$ cat src/rtl/led_pattern_gen_if.sv
// Bundle of the LED pattern generator's control and status signals.
//
// Signals (master = controller side, slave = led_pattern_gen):
//   en            master->slave  1       1 = run prescaler and step pattern, 0 = freeze
//   mode          master->slave  2       00 COUNT, 01 CHASE, 10 BOUNCE, 11 BLINK
//   dir           master->slave  1       0 = up/toward MSB, 1 = down/toward LSB
//   duty          master->slave  PWM_W   brightness (only with LED_PATTERN_PWM_EN)
//   led           slave->master  N_LEDS  LED drive, bit0 = LD0
//   tick          slave->master  1       one-cycle pulse coincident with each step
//   dbg_act_mode  slave->master  2       mode currently being executed
//   dbg_bdir      slave->master  1       BOUNCE travel direction (0 = up)
//
// Optional feature macro: LED_PATTERN_PWM_EN adds the duty signal.
//
// Handshake: there is no valid/ready pair. en is a level qualifier sampled
// every clock; tick is a single-cycle strobe with no back-pressure, marking
// the cycle in which led first shows a new pattern.
interface led_pattern_gen_if #(
  parameter int N_LEDS = 8,
  parameter int PWM_W  = 4
);
  logic              en;
  logic [1:0]        mode;
  logic              dir;
`ifdef LED_PATTERN_PWM_EN
  logic [PWM_W-1:0]  duty;
`endif
  logic [N_LEDS-1:0] led;
  logic              tick;
  logic [1:0]        dbg_act_mode;
  logic              dbg_bdir;

  if (N_LEDS < 2) begin : g_n_leds_chk
    $error("led_pattern_gen_if: N_LEDS must be >= 2");
  end
  if (PWM_W < 1) begin : g_pwm_w_chk
    $error("led_pattern_gen_if: PWM_W must be >= 1");
  end

`ifdef LED_PATTERN_PWM_EN
  modport master (output en, mode, dir, duty, input led, tick, dbg_act_mode, dbg_bdir);
  modport slave  (input en, mode, dir, duty, output led, tick, dbg_act_mode, dbg_bdir);
`else
  modport master (output en, mode, dir, input led, tick, dbg_act_mode, dbg_bdir);
  modport slave  (input en, mode, dir, output led, tick, dbg_act_mode, dbg_bdir);
`endif
endinterface

$ cat src/rtl/led_pattern_gen.sv
// LED pattern generator for board bring-up and status display.
// A prescaler divides clk100mhz into step ticks; on each step the pattern
// advances in COUNT, CHASE, BOUNCE or BLINK mode.
//
// Ports:
//   clk100mhz  in   system clock
//   rst        in   synchronous, active-high reset
//   bus        led_pattern_gen_if.slave (en, mode, dir, [duty], led, tick, debug)
//
// Parameters: N_LEDS (>=2), DIV_MAX (step period = DIV_MAX+1 clocks),
//   CNT_W (prescaler width), PWM_W (PWM counter width).
// Optional feature macro: LED_PATTERN_PWM_EN -- adds duty input and a
//   free-running PWM counter that gates led.
module led_pattern_gen #(
  parameter int N_LEDS  = 8,
  parameter int DIV_MAX = 15_000_000,
  parameter int CNT_W   = 32,
  parameter int PWM_W   = 4
) (
  input logic              clk100mhz,
  input logic              rst,
  led_pattern_gen_if.slave bus
);

  typedef enum logic [1:0] {
    M_COUNT  = 2'b00,
    M_CHASE  = 2'b01,
    M_BOUNCE = 2'b10,
    M_BLINK  = 2'b11
  } mode_e;

  localparam logic [N_LEDS-1:0] P_ONE = {{(N_LEDS-1){1'b0}}, 1'b1};
  localparam logic [N_LEDS-1:0] P_ALL = {N_LEDS{1'b1}};

  if ((DIV_MAX < 0) || ((CNT_W < 63) && (longint'(DIV_MAX) >= (longint'(1) << CNT_W))))
  begin : g_div_chk
    $error("led_pattern_gen: DIV_MAX must fit in CNT_W bits");
  end
  if (PWM_W < 1) begin : g_pwm_chk
    $error("led_pattern_gen: PWM_W must be >= 1");
  end

  function automatic logic [N_LEDS-1:0] seed_of(input mode_e m);
    return (m == M_BLINK) ? P_ALL : P_ONE;
  endfunction

  logic [CNT_W-1:0]  r_cnt;
  logic [N_LEDS-1:0] r_pat;
  mode_e             r_act_mode;
  logic              r_bdir;      // 0 = moving toward MSB
  logic              r_tick;

  logic              w_step;
  mode_e             w_mode_in;
  logic              w_legal;
  logic [N_LEDS-1:0] w_next_pat;
  logic              w_next_bdir;

  assign w_mode_in = mode_e'(bus.mode);
  assign w_step    = bus.en && (r_cnt == CNT_W'(DIV_MAX));

  // Legality guards the pattern against upsets; from reset it always holds.
  always_comb begin
    w_legal = 1'b1;
    case (r_act_mode)
      M_COUNT:  w_legal = |r_pat;
      M_CHASE,
      M_BOUNCE: w_legal = $onehot(r_pat);
      M_BLINK:  w_legal = (&r_pat) || (~|r_pat);
      default:  w_legal = 1'b0;
    endcase
  end

  always_comb begin
    w_next_pat  = r_pat;
    w_next_bdir = r_bdir;
    if (w_mode_in != r_act_mode) begin
      // A mode change only reseeds; the first advance happens one step later.
      w_next_pat  = seed_of(w_mode_in);
      w_next_bdir = 1'b0;
    end else if (!w_legal) begin
      w_next_pat  = seed_of(r_act_mode);
      w_next_bdir = 1'b0;
    end else begin
      case (r_act_mode)
        M_COUNT: begin
          if (!bus.dir) w_next_pat = (&r_pat) ? P_ONE : r_pat + N_LEDS'(1);
          else          w_next_pat = (r_pat == P_ONE) ? P_ALL : r_pat - N_LEDS'(1);
        end
        M_CHASE: begin
          if (!bus.dir) w_next_pat = {r_pat[N_LEDS-2:0], r_pat[N_LEDS-1]};
          else          w_next_pat = {r_pat[0], r_pat[N_LEDS-1:1]};
        end
        M_BOUNCE: begin
          // End positions turn around immediately so each end shows for one step.
          if (r_pat[N_LEDS-1]) begin
            w_next_pat  = r_pat >> 1;
            w_next_bdir = 1'b1;
          end else if (r_pat[0]) begin
            w_next_pat  = r_pat << 1;
            w_next_bdir = 1'b0;
          end else begin
            w_next_pat  = r_bdir ? (r_pat >> 1) : (r_pat << 1);
          end
        end
        M_BLINK:  w_next_pat = ~r_pat;
        default:  w_next_pat = seed_of(r_act_mode);
      endcase
    end
  end

  always_ff @(posedge clk100mhz) begin
    if (rst) begin
      r_cnt      <= '0;
      r_pat      <= P_ONE;
      r_act_mode <= M_COUNT;
      r_bdir     <= 1'b0;
      r_tick     <= 1'b0;
    end else begin
      r_tick <= w_step;
      if (bus.en) begin
        r_cnt <= w_step ? '0 : r_cnt + CNT_W'(1);
      end
      if (w_step) begin
        r_pat      <= w_next_pat;
        r_bdir     <= w_next_bdir;
        r_act_mode <= w_mode_in;
      end
    end
  end

`ifdef LED_PATTERN_PWM_EN
  logic [PWM_W-1:0] r_pwm_cnt;
  logic             w_pwm_on;

  // Free-runs independent of en so a frozen pattern keeps its brightness.
  always_ff @(posedge clk100mhz) begin
    if (rst) r_pwm_cnt <= '0;
    else     r_pwm_cnt <= r_pwm_cnt + PWM_W'(1);
  end

  assign w_pwm_on = (r_pwm_cnt < bus.duty);
  assign bus.led  = r_pat & {N_LEDS{w_pwm_on}};
`else
  assign bus.led  = r_pat;
`endif

  assign bus.tick         = r_tick;
  assign bus.dbg_act_mode = r_act_mode;
  assign bus.dbg_bdir     = r_bdir;

endmodule

$ cat src/flat_wrapper.sv
// flat-port wrapper written by rule: the top's interface ports become plain ports
module led_pattern_gen_flat 
#(
  parameter int N_LEDS  = 8,
  parameter int DIV_MAX = 15_000_000,
  parameter int CNT_W   = 32,
  parameter int PWM_W   = 4
)
  (clk100mhz, rst, bus_en, bus_mode, bus_dir, bus_led, bus_tick, bus_dbg_act_mode, bus_dbg_bdir);
  led_pattern_gen_if #(.N_LEDS(N_LEDS), .PWM_W(PWM_W)) bus_i ();
  input logic clk100mhz;
  input logic rst;
  input wire logic [$bits(bus_i.en)-1:0] bus_en;
  input wire logic [$bits(bus_i.mode)-1:0] bus_mode;
  input wire logic [$bits(bus_i.dir)-1:0] bus_dir;
  output wire logic [$bits(bus_i.led)-1:0] bus_led;
  output wire logic [$bits(bus_i.tick)-1:0] bus_tick;
  output wire logic [$bits(bus_i.dbg_act_mode)-1:0] bus_dbg_act_mode;
  output wire logic [$bits(bus_i.dbg_bdir)-1:0] bus_dbg_bdir;
  assign bus_i.en = bus_en;
  assign bus_i.mode = bus_mode;
  assign bus_i.dir = bus_dir;
  assign bus_led = bus_i.led;
  assign bus_tick = bus_i.tick;
  assign bus_dbg_act_mode = bus_i.dbg_act_mode;
  assign bus_dbg_bdir = bus_i.dbg_bdir;
  led_pattern_gen #(.N_LEDS(N_LEDS), .DIV_MAX(DIV_MAX), .CNT_W(CNT_W), .PWM_W(PWM_W)) u_core (.clk100mhz(clk100mhz), .rst(rst), .bus(bus_i));
endmodule
$ cat config.mk
export PLATFORM = sky130hd
export DESIGN_NAME = led_pattern_gen_flat
export DESIGN_NICKNAME = d
export VERILOG_FILES = /design/src/rtl/led_pattern_gen_if.sv /design/src/rtl/led_pattern_gen.sv /design/src/flat_wrapper.sv
export SDC_FILE = /design/constraint.sdc
export NUM_CORES = 1
export LEC_CHECK = 0
export BUFFER_PORTS_ARGS = -buffer_cell sky130_fd_sc_hd__buf_4
export CORE_UTILIZATION = 52
export CTS_CLUSTER_DIAMETER = 60
export DETAILED_ROUTE_END_ITERATION = 7
export HOLD_SLACK_MARGIN = 0.1
export PLACE_DENSITY = 0.67
export SYNTH_ARGS = -nofsm -noshare
export SYNTH_HDL_FRONTEND = slang
export SYNTH_SLANG_ARGS = --single-unit
export TNS_END_PERCENT = 20
$ cat constraint.sdc
create_clock -name clk100mhz -period 4.2 [get_ports clk100mhz]
set_input_delay 0 -clock clk100mhz [delete_from_list [all_inputs] [get_ports clk100mhz]]
set_output_delay 0 -clock clk100mhz [all_outputs]
set_load 0.05 [all_outputs]
==> results_dict.tcl, run 1 <==
set metrics [dict create \
    synthSimpleGateAreaFrac 0.2931 \
    fin_skew_ns 0.005501 \
    die_w_um 80.52 \
    synth_fp_nets 428 \
    fmax_ghz 0.2580 \
    pre_cts_ws_ns 0.3850 \
    start_util 0.5414 \
    hold_depth 4 \
    final_common_cell "dfxtp_1" \
    core_mm2 0.005921 \
    synthAdderAreaFrac 0.09524 \
    rows 28 \
    syn_inst 400 \
    multi_input_area_mm2 0.002133 \
    grt_pass1_wl_mm 13.66 \
    drt-met1-wl_mm 3.386 \
    drtAntennaViolNets 0 \
    port_buffers 17 \
    top_layer "met4" \
    worst_pin_slew_ns 0.8170 \
    yosysWarnings 0 \
    final_cell_mix "dfxtp_1 (44), nor2_1 (39), inv_1 (25), buf_4 (25)" \
    clock_latency_ns 0.29 \
    routed-via-count 3113 \
    seqPwrFrac 0.516 \
    cts.htree.levels 2 \
    p_sw_frac 0.2061 \
    min_from "bus_dir" \
    switching_power_uw 167.6 \
    place_hpwl_mm 6.116 \
    drc_errors 0 \
    setup_viol 0 \
    hold_viol 0 \
    slew_viol_final 0 \
    dr_wl_met2_mm 4.110 \
    die_h_um 80.52 \
    cap_violations 0 \
    globalplace.congestion 0.9453 \
    grt_max_degree 22 \
    cp.required_ns 4.37 \
    ys.flop_type "dfxtp_1" \
    clockPowerShare 0.432 \
    crit_path_end_kind "flop" \
    worstSetupStartpointType "flop" \
    root_buffer "clkbuf_8" \
    synth_xor_area_frac 0.07923 \
    post-cts-setup-buffers 0 \
    r2r_slack_ns 0.32 \
    ir_drop_uv 162.6 \
    seq_area_frac_synth 0.2748 \
    worst_slack_ns 0.3240 \
    wl_per_cell_um 16.80 \
    first_iter_violations 231 \
    ff_latch_area_um2 880.8 \
    hp-class "primary input to flop" \
    r2r_end "u_core.bus.led[7]$_SDFFE_PP0P_" \
    synthMuxAreaShare 0.01366 \
    area_growth_pct 11.05 \
    hold_end "u_core.bus.led[1]$_SDFFE_PP0P_" \
    rr_startpoint "u_core.bus.led[1]$_SDFFE_PP0P_" \
    antenna_found_initial 0 \
    cts_sinks 44 \
    syn_area_mm2 0.003206 \
    async_flop_share 0 \
    worst_hold_slack_ns 0.3123 \
    nFillCells 534 \
    io_pins 18 \
    cts_buffers 5 \
    synth_top_family_by_area "simple AND/OR/NAND/NOR gates" \
    grt_util_all_layers 0.2727 \
    status "completed" \
    gr-total-overflow 0 \
    tns_ns 0 \
    critPathArrivalTime_ns 4.05 \
    syn_avg_cell_area_um2 8.014 \
    fin_crit_sh 0.9228 \
    diodes 0 \
    wl_met3_um 424 \
    first_global_vias 2854 \
    synth_edf_count 0 \
    worstPathMaxFanout 8 \
    nets 444 \
    cts_buffer_depth 2 \
    combPwrFrac 0.052 \
    yosys_register_bits 44 \
    p_int_uw 645.7 \
    drive_gt1_frac 0.1175 \
    cts_tree "done" \
    max-slew-margin-rel 0.4553 \
    p_leak_uw 0.001330 \
    power.density_mw_per_mm2 228.5 \
    critPathKind "flop to flop" \
    worstRegToRegCells 13 \
    finalCriticalPeriod_ns 3.876 \
    dieArea_mm2 0.006483 \
    clk_pin_slew_ns 0.08 \
    ys_types 59 \
    via_per_inst 6.327 \
    synth_compound_area_frac 0.1842 \
    finalWirelength_mm 8.264 \
    first_pass_iters 7 \
    rsz0062_at_grt "false" \
]
-- how the worst max path moves through the flow --
stage | startpoint | to
2_1_floorplan | u_core.bus.led[0]$_SDFFE_PP1P_ | u_core.bus.led[0]$_SDFFE_PP1P_
6_report | u_core.bus.led[1]$_SDFFE_PP0P_ | u_core.bus.led[7]$_SDFFE_PP0P_
3_5_place_dp | u_core.bus.led[1]$_SDFFE_PP0P_ | u_core.bus.led[7]$_SDFFE_PP0P_
4_1_cts | u_core.bus.led[1]$_SDFFE_PP0P_ | u_core.bus.led[7]$_SDFFE_PP0P_
3_3_place_gp | u_core.bus.led[5]$_SDFFE_PP0P_ | u_core.bus.led[7]$_SDFFE_PP0P_
5_1_grt | u_core.bus.led[1]$_SDFFE_PP0P_ | u_core.bus.led[7]$_SDFFE_PP0P_
-- state kept, by name, summed over array words and instances (netlist names) --
signal / flops
u_core.bus.dbg_act_mode: 2
u_core.r_cnt: 32
u_core.bus.tick: 1
u_core.bus.dbg_bdir: 1
u_core.bus.led: 8
-- cell usage after synthesis (3+ instances only) --
| cell type | instances | share of area |
|---|---|---|
| dfxtp_1 | 44 | 0.27 |
| nor2_1 | 39 | 0.046 |
| inv_1 | 25 | 0.029 |
| a21oi_1 | 21 | 0.033 |
| nand3_1 | 21 | 0.033 |
| nand2_1 | 20 | 0.023 |
| o21ai_0 | 20 | 0.031 |
| xnor2_1 | 19 | 0.052 |
| ha_1 | 18 | 0.070 |
| nand4_1 | 17 | 0.033 |
| clkbuf_1 | 15 | 0.018 |
| xor2_1 | 10 | 0.027 |
| nor4_1 | 9 | 0.018 |
| and3_1 | 8 | 0.016 |
| nor3_1 | 8 | 0.012 |
| or3_1 | 8 | 0.016 |
| a31oi_1 | 7 | 0.014 |
| o211ai_1 | 7 | 0.016 |
| a21o_1 | 5 | 0.012 |
| and4_1 | 5 | 0.014 |
| a221o_1 | 4 | 0.012 |
| fa_1 | 4 | 0.025 |
| nand2b_1 | 4 | 0.0078 |
| nor2b_1 | 4 | 0.0078 |
| nor4b_1 | 4 | 0.011 |
| o221ai_1 | 4 | 0.011 |
| or4_1 | 4 | 0.0094 |
| a31o_2 | 3 | 0.0082 |
| and2_1 | 3 | 0.0059 |
| mux2_2 | 3 | 0.011 |
-- per-stage QoR --
stage / area (um^2) / power (uW) / util / std cells
floorplan: 3206 / 457.0 / - / 400
global placement: 3393 / 468.9 / 0.5731 / 480
detailed placement: 3393 / 469.2 / 0.5731 / 480
CTS: 3560 / 821.0 / 0.6012 / 492
global route: 3560 / 848.3 / 0.6012 / 492
finish: 3560 / 813.2 / 0.6012 / 492
-- critical path, cell delays in order, from the launching register on --
cell and delay [ns]:
dfxtp_1 0.47, inv_1 0.15, ha_1 0.31, inv_1 0.08
fa_1 0.43, inv_1 0.08, fa_1 0.41, ha_1 0.22
fa_1 0.43, nor4b_1 0.31, nand3b_1 0.19, o211a_1 0.21
a211oi_4 0.35, a21oi_1 0.13
-- power by group through the flow --
stage / logic [uW] / registers, uW / clock network (uW)
after global placement: 39.4 / 430 / 0
after global routing: 46.2 / 420 / 382
after floorplan: 27.8 / 429 / 0
final: 42.3 / 420 / 351
after detailed placement: 39.6 / 430 / 0
after CTS: 41.9 / 420 / 359
-- timing repair --
item	in CTS	in global routing
hold buffers	4	0
hold endpoints to repair	8	0
resized for setup	0	0
-- metal layers --
layer | vias to the layer above | global-route usage
met5 | - | 0
met4 | 0 | 0.1357
met3 | 31 | 0.04545
met2 | 120 | 0.4771
met1 | 1460 | 0.3177
li1 | 1502 | -
-- kinds of logic (layout without fill, tap and decap cells) --
logic type               count (synthesis)  in the layout
buffers and inverters                   46             63
multiplexers                             4              4
adder cells (fa/ha/maj)                 22             22
AO/OA/AOI/OAI                           87             87
AND/OR/NAND/NOR                        168            168
flip-flops                              44             44
XOR/XNOR                                29             29
-- cell type report --
type                    instances  area share
clock inverters                 1    0.008436
multi-input cells             310      0.5993
well taps                      75     0.02636
inverters                      26     0.02742
repair buffers                 29     0.06397
flip-flops and latches         44      0.2475
clock buffers                   7     0.02707
(Power assumes the default switching activity.)
==> run 2, diff against run 1 <==
--- a/config.mk
+++ b/config.mk
@@ -11,6 +11,7 @@
 export DETAILED_ROUTE_END_ITERATION = 7
 export HOLD_SLACK_MARGIN = 0.1
 export PLACE_DENSITY = 0.67
+export SETUP_SLACK_MARGIN = 0.5
 export SYNTH_ARGS = -nofsm -noshare
 export SYNTH_HDL_FRONTEND = slang
 export SYNTH_SLANG_ARGS = --single-unit
==> run 2 against run 1 <==
Worst hold slack improved by 0.025 ns; wire length rose by 4.3%; global-route usage fell by 0.60 points; die area did not move; cell count rose by 1.8%; design area rose by 3.5%; critical path depth fell by 2; power fell by 10%; clock power fell by 24%; critical path type unchanged.
==> results_dict.tcl, run 2 (synthesis gave the netlist of run 1 again) <==
set metrics [dict create \
    status "completed" \
    cts_tree "done" \
    core_mm2 0.005921 \
    rr_startpoint "u_core.bus.led[3]$_SDFFE_PP0P_" \
    drtAntennaViolNets 0 \
    critPathKind "flop to flop" \
    fin_skew_ns 0.003217 \
    root_buffer "clkbuf_8" \
    cap_violations 0 \
    gr-total-overflow 0 \
    area_growth_pct 14.95 \
    worst_pin_slew_ns 0.7454 \
    largest_reg_flops 32 \
    grt_util_all_layers 0.2667 \
    setup_viol 0 \
    p_leak_uw 0.001363 \
    cts_buffer_depth 2 \
    io_pins 18 \
    clock_latency_ns 0.29 \
    dieArea_mm2 0.006483 \
    max-slew-margin-rel 0.5031 \
    fmax_ghz 0.2714 \
    hp-class "primary input to flop" \
    wl_per_cell_um 17.20 \
    grt_max_degree 32 \
    final_common_cell "nor2_1" \
    nets 453 \
    die_w_um 80.52 \
    globalplace.congestion 0.9201 \
    rsz0062_at_grt "false" \
    r2r_slack_ns 0.52 \
    largest-register "u_core.r_cnt" \
    r2r_end "u_core.bus.led[5]$_SDFFE_PP0P_" \
    first_global_vias 2773 \
    fin_crit_sh 0.8773 \
    ir_drop_uv 159.7 \
    port_buffers 17 \
    worst_hold_slack_ns 0.3375 \
    hold_viol 0 \
    cts_sinks 44 \
    ff_latch_area_um2 903.4 \
    worstRegToRegCells 11 \
    power.density_mw_per_mm2 197.7 \
    die_h_um 80.52 \
    worst_slack_ns 0.5153 \
    nFillCells 542 \
    finalWirelength_mm 8.619 \
    min_from "bus_dir" \
    worstPathMaxFanout 5 \
    multi_input_area_mm2 0.002195 \
    via_per_inst 6.146 \
    place_hpwl_mm 5.913 \
    hold_end "u_core.bus.led[1]$_SDFFE_PP0P_" \
    crit_path_end_kind "flop" \
    antenna_found_initial 0 \
    critPathArrivalTime_ns 3.85 \
    drc_errors 0 \
    routed-via-count 3079 \
    drive_gt1_frac 0.1784 \
    finalCriticalPeriod_ns 3.685 \
    first_iter_violations 184 \
    start_util 0.5414 \
    cp.required_ns 4.36 \
    cts_buffers 5 \
    final_cell_mix "nor2_1 (39), dfxtp_1 (38), buf_4 (32), inv_1 (21), nand3_1 (21)" \
    first_pass_iters 4 \
    grt_pass1_wl_mm 13.35 \
    cts.htree.levels 2 \
    slew_viol_final 0 \
    worstSetupStartpointType "flop" \
    diodes 0 \
    clk_pin_slew_ns 0.08 \
    pre_cts_ws_ns 0.4635 \
    tns_ns 0 \
    rows 28 \
    hold_depth 4 \
]
[run 2: critical path: stages (launching register included)]
cell,delay [ns]
dfxtp_4,0.37
buf_4,0.14
ha_4,0.16
fa_1,0.56
fa_1,0.44
ha_2,0.19
fa_1,0.44
nor4b_2,0.32
nand3b_1,0.24
o211a_4,0.24
a211oi_4,0.34
a21oi_1,0.11
[run 2: layout make-up]
| class | instances | area share |
|---|---|---|
| clock inverters | 2 | 0.002716 |
| inverters | 26 | 0.02649 |
| well taps | 75 | 0.02547 |
| clock buffers | 6 | 0.02241 |
| flip-flops and latches | 44 | 0.2452 |
| repair buffers | 38 | 0.08217 |
| multi-input cells | 310 | 0.5956 |
[run 2: how the worst max path moves through the flow]
| stage | start | endpoint | slack (ns) | cells past startpoint |
|---|---|---|---|---|
| finish | u_core.bus.led[3]$_SDFFE_PP0P_ | u_core.bus.led[5]$_SDFFE_PP0P_ | 0.52 | 11 |
| global route | u_core.bus.led[4]$_SDFFE_PP0P_ | u_core.bus.led[1]$_SDFFE_PP0P_ | 0.38 | 13 |
| detailed placement | u_core.bus.led[2]$_SDFFE_PP0P_ | u_core.bus.led[0]$_SDFFE_PP1P_ | 0.46 | 13 |
| global placement | u_core.bus.led[4]$_SDFFE_PP0P_ | u_core.bus.dbg_bdir$_SDFFE_PP0P_ | 0.52 | 10 |
| floorplan | u_core.bus.led[2]$_SDFFE_PP0P_ | u_core.bus.led[7]$_SDFFE_PP0P_ | 0.51 | 14 |
| CTS | u_core.bus.led[0]$_SDFFE_PP1P_ | u_core.bus.led[0]$_SDFFE_PP1P_ | 0.46 | 13 |
[run 2: where the power goes]
| group | switching (uW) | internal [uW] | leakage, uW |
|---|---|---|---|
| clock network | 136 | 131 | 0.0000510 |
| registers | 1.64 | 414 | 0.000359 |
| logic | 25.8 | 19.3 | 0.000954 |
| total | 164 | 565 | 0.00136 |
[run 2: through the flow]
stage,area (um^2),util,instances,power [uW]
3_5_place_dp,3367,0.5687,474,467.4
6_report,3685,0.6224,501,728.6
3_3_place_gp,3367,0.5687,474,467.1
5_1_grt,3685,0.6224,501,760.8
2_1_floorplan,3231,-,400,456.0
4_1_cts,3510,0.5928,487,739.7
[run 2: metal layers]
| layer | track usage | share of wire | vias to the layer above |
|---|---|---|---|
| met4 | 0.1446 | 0.040 | 0 |
| li1 | - | - | 1515 |
| met1 | 0.3110 | 0.42 | 1454 |
| met3 | 0.04432 | 0.045 | 26 |
| met5 | 0 | 0 | - |
| met2 | 0.4610 | 0.50 | 84 |
[run 2: what timing repair did]
item	CTS	global route
buffers inserted	0	14
hold endpoints to repair	8	0
hold buffers	5	0
pin swaps	0	8
gates resized for setup	0	19
setup endpoints to repair	7	9
==> run 3, diff against run 2 <==
--- a/config.mk
+++ b/config.mk
@@ -5,12 +5,14 @@
 export SDC_FILE = /design/constraint.sdc
 export NUM_CORES = 1
 export LEC_CHECK = 0
+export ABC_AREA = 1
 export BUFFER_PORTS_ARGS = -buffer_cell sky130_fd_sc_hd__buf_4
-export CORE_UTILIZATION = 52
+export CORE_UTILIZATION = 50
 export CTS_CLUSTER_DIAMETER = 60
 export DETAILED_ROUTE_END_ITERATION = 7
+export GPL_ROUTABILITY_DRIVEN = 0
 export HOLD_SLACK_MARGIN = 0.1
-export PLACE_DENSITY = 0.67
+export PLACE_DENSITY = 0.64
 export SETUP_SLACK_MARGIN = 0.5
 export SYNTH_ARGS = -nofsm -noshare
 export SYNTH_HDL_FRONTEND = slang
==> run 3 against run 2 <==
Sequential cell count unchanged; core utilization fell by 4.2 points; synthesized cell count rose by 49%; sequential share of layout area fell by 2.3 points; clock skew is 0.0051 ns higher; worst hold slack worse by 0.072 ns; global-route usage grew 3.0 points.
==> results_dict.tcl, run 3 <==
set metrics [dict create \
    seqPwrFrac 0.549 \
    p_leak_uw 0.001617 \
    syn_inst 594 \
    drc_errors 0 \
    diodes 0 \
    core_mm2 0.006907 \
    cap_violations 0 \
    finalWirelength_mm 10.29 \
    cp.required_ns 4.40 \
    status "completed" \
    crit_path_top_delay_cell "fa_1" \
    ff_latch_area_um2 890.9 \
    fin_area_mm2 0.004010 \
    clockPowerShare 0.382 \
    yosys_register_bits 44 \
    drtAntennaViolNets 0 \
    placed_cell_area_mm2 0.003837 \
    combPwrFrac 0.069 \
    port_buffers 17 \
    crit_path_end_kind "flop" \
    synth_top_area_cell "dfxtp_1" \
    fin_crit_sh 0.8239 \
    final_cell_mix "nand2_1 (161), nor2_1 (78), inv_1 (64), a21oi_1 (43), dfxtp_1 (40)" \
    root_buffer "clkbuf_8" \
    slew_viol_final 0 \
    die_h_um 87.32 \
    synth_compound_area_frac 0.1220 \
    area_growth_pct 10.18 \
    critPathArrivalTime_ns 3.66 \
    antenna_found_initial 0 \
    finalCriticalPeriod_ns 3.460 \
    clk_pin_slew_ns 0.08 \
    io_pins 18 \
    max-slew-margin-rel 0.3726 \
    syn_area_mm2 0.003640 \
    power.density_mw_per_mm2 190.1 \
    synthDominantCellAreaShare 0.2420 \
    largest-register "u_core.r_cnt" \
    syn_avg_cell_area_um2 6.128 \
    final_cells 711 \
    cts_sinks 44 \
    rows 30 \
    ir_drop_uv 121.4 \
    ys_types 37 \
    first_iter_violations 150 \
    seq_area_frac_synth 0.2420 \
    worstPathMaxFanout 9 \
    gr-total-overflow 0 \
    synthSimpleGateAreaFrac 0.4163 \
    worst_slack_ns 0.7398 \
    via_per_inst 5.359 \
    nets 643 \
    p_sw_frac 0.2376 \
    worstSetupStartpointType "flop" \
    rsz0062_at_grt "false" \
    synthMuxAreaShare 0 \
    pre_cts_ws_ns 0.5462 \
    p_int_uw 581.2 \
    fin_skew_ns 0.008269 \
    start_util 0.5270 \
    drive_gt1_frac 0.1041 \
    clock_latency_ns 0.30 \
    place_hpwl_mm 7.905 \
    worstPathCellList "inv_1 -> ha_1 -> inv_1 -> fa_1 -> inv_1 -> fa_1 -> ha_1 -> fa_1 -> nor2_1 -> nand2_1 -> nor2_1 -> nor2_1 -> nand2_1 -> nand2_2 -> inv_2 -> nand3_1 -> a21oi_1 -> a21oi_2" \
    synth_top_family_by_area "simple AND/OR/NAND/NOR gates" \
    first_global_vias 3658 \
    first_pass_iters 5 \
    routed-via-count 3810 \
    cts_tree "done" \
    synth_edf_count 0 \
    cp_slowest_stage_delay_ns 0.44 \
    final_common_cell "nand2_1" \
    setup_viol 0 \
    largest_reg_flops 32 \
    cts_buffer_depth 2 \
    grt_util_all_layers 0.2967 \
    synth_common_cells "nand2_1 (163), nor2_1 (78), inv_1 (66), dfxtp_1 (44), a21oi_1 (43)" \
    grt_pass1_wl_mm 17.65 \
    synth_xor_area_frac 0.03369 \
    die_w_um 87.32 \
    hold_viol 0 \
    tns_ns 0 \
    cts.htree.levels 2 \
    synth_fp_nets 622 \
    synthTopCellsByArea "dfxtp_1 (24%), nand2_1 (17%), nor2_1 (8.0%), inv_1 (6.8%), ha_1 (6.2%)" \
    nFillCells 742 \
    wl_per_cell_um 14.48 \
    dieArea_mm2 0.007625 \
    cts_buffers 5 \
    yosysMostFrequentCell "nand2_1" \
    multi_input_area_mm2 0.002392 \
    grt_max_degree 21 \
    post-place-cells 697 \
    hp-class "primary input to flop" \
    worst_hold_slack_ns 0.2658 \
    critPathKind "flop to flop" \
    worst_pin_slew_ns 0.9401 \
    fmax_ghz 0.2890 \
    ys.flop_type "dfxtp_1" \
    synthAdderAreaFrac 0.08388 \
    yosysWarnings 0 \
    switching_power_uw 181.2 \
    async_flop_share 0 \
]
==> run 3: metal layers <==
metal	vias to the layer above	part of all wire	GRT usage
met3	33	0.037	0.04265
met2	112	0.51	0.5433
met4	0	0.043	0.1431
met1	1702	0.41	0.3351
li1	1963	-	-
met5	-	0	0
==> run 3: worst paths after layout <==
check | slack, ns | from | endpoint | depth (start not counted)
setup / recovery | 0.74 | u_core.bus.led[0]$_SDFFE_PP1P_ | u_core.bus.led[0]$_SDFFE_PP1P_ | 18
hold / removal | 0.27 | bus_dir | u_core.bus.led[5]$_SDFFE_PP0P_ | 7
setup reg to reg | 0.74 | u_core.bus.led[0]$_SDFFE_PP1P_ | u_core.bus.led[0]$_SDFFE_PP1P_ | 18
hold reg to reg | 0.47 | u_core.r_cnt[29]$_SDFFE_PP0P_ | u_core.r_cnt[29]$_SDFFE_PP0P_ | 2
==> run 3: worst max-delay path: cells and delay by family (launching register included) <==
kind / cells / cell delay [ns]
buffers and inverters: 4 / 0.36
flip-flops: 1 / 0.40
AO/OA/AOI/OAI: 2 / 0.25
AND/OR/NAND/NOR: 7 / 0.56
adder cells (fa/ha/maj): 5 / 1.78
==> run 3: repair_timing <==
action,4_1_cts,5_1_grt
endpoints found under the setup margin,0,8
hold buffers,5,0
endpoints found under the hold margin,14,0
setup buffers,0,2
resized for setup,0,7
==> run 3: power groups by stage <==
stage / Clock [uW] / Sequential [uW] / Combinational (uW)
after global routing: 316 / 419 / 58.8
final: 291 / 419 / 52.3
after global placement: 0 / 430 / 49.2
after detailed placement: 0 / 430 / 49.2
after floorplan: 0 / 429 / 36.0
after CTS: 299 / 420 / 52.4
==> run 3: metrics by stage <==
step	power [uW]	util
2_1_floorplan	465.4	-
3_3_place_gp	479.0	0.5556
3_5_place_dp	479.1	0.5556
4_1_cts	771.5	0.5768
5_1_grt	793.4	0.5806
6_report	762.4	0.5806
==> run 3: cell type report <==
class,instances,area share
flip-flops and latches,44,0.2222
multi-input cells,461,0.5966
well taps,96,0.02995
clock buffers,7,0.02402
inverters,74,0.06989
repair buffers,29,0.05741
==> run 3: cell families after synthesis <==
logic type,count (synthesis)
simple gates,341
buf+inv,89
compound gates,84
flops,44
fa+ha+maj,22
xor+xnor,14
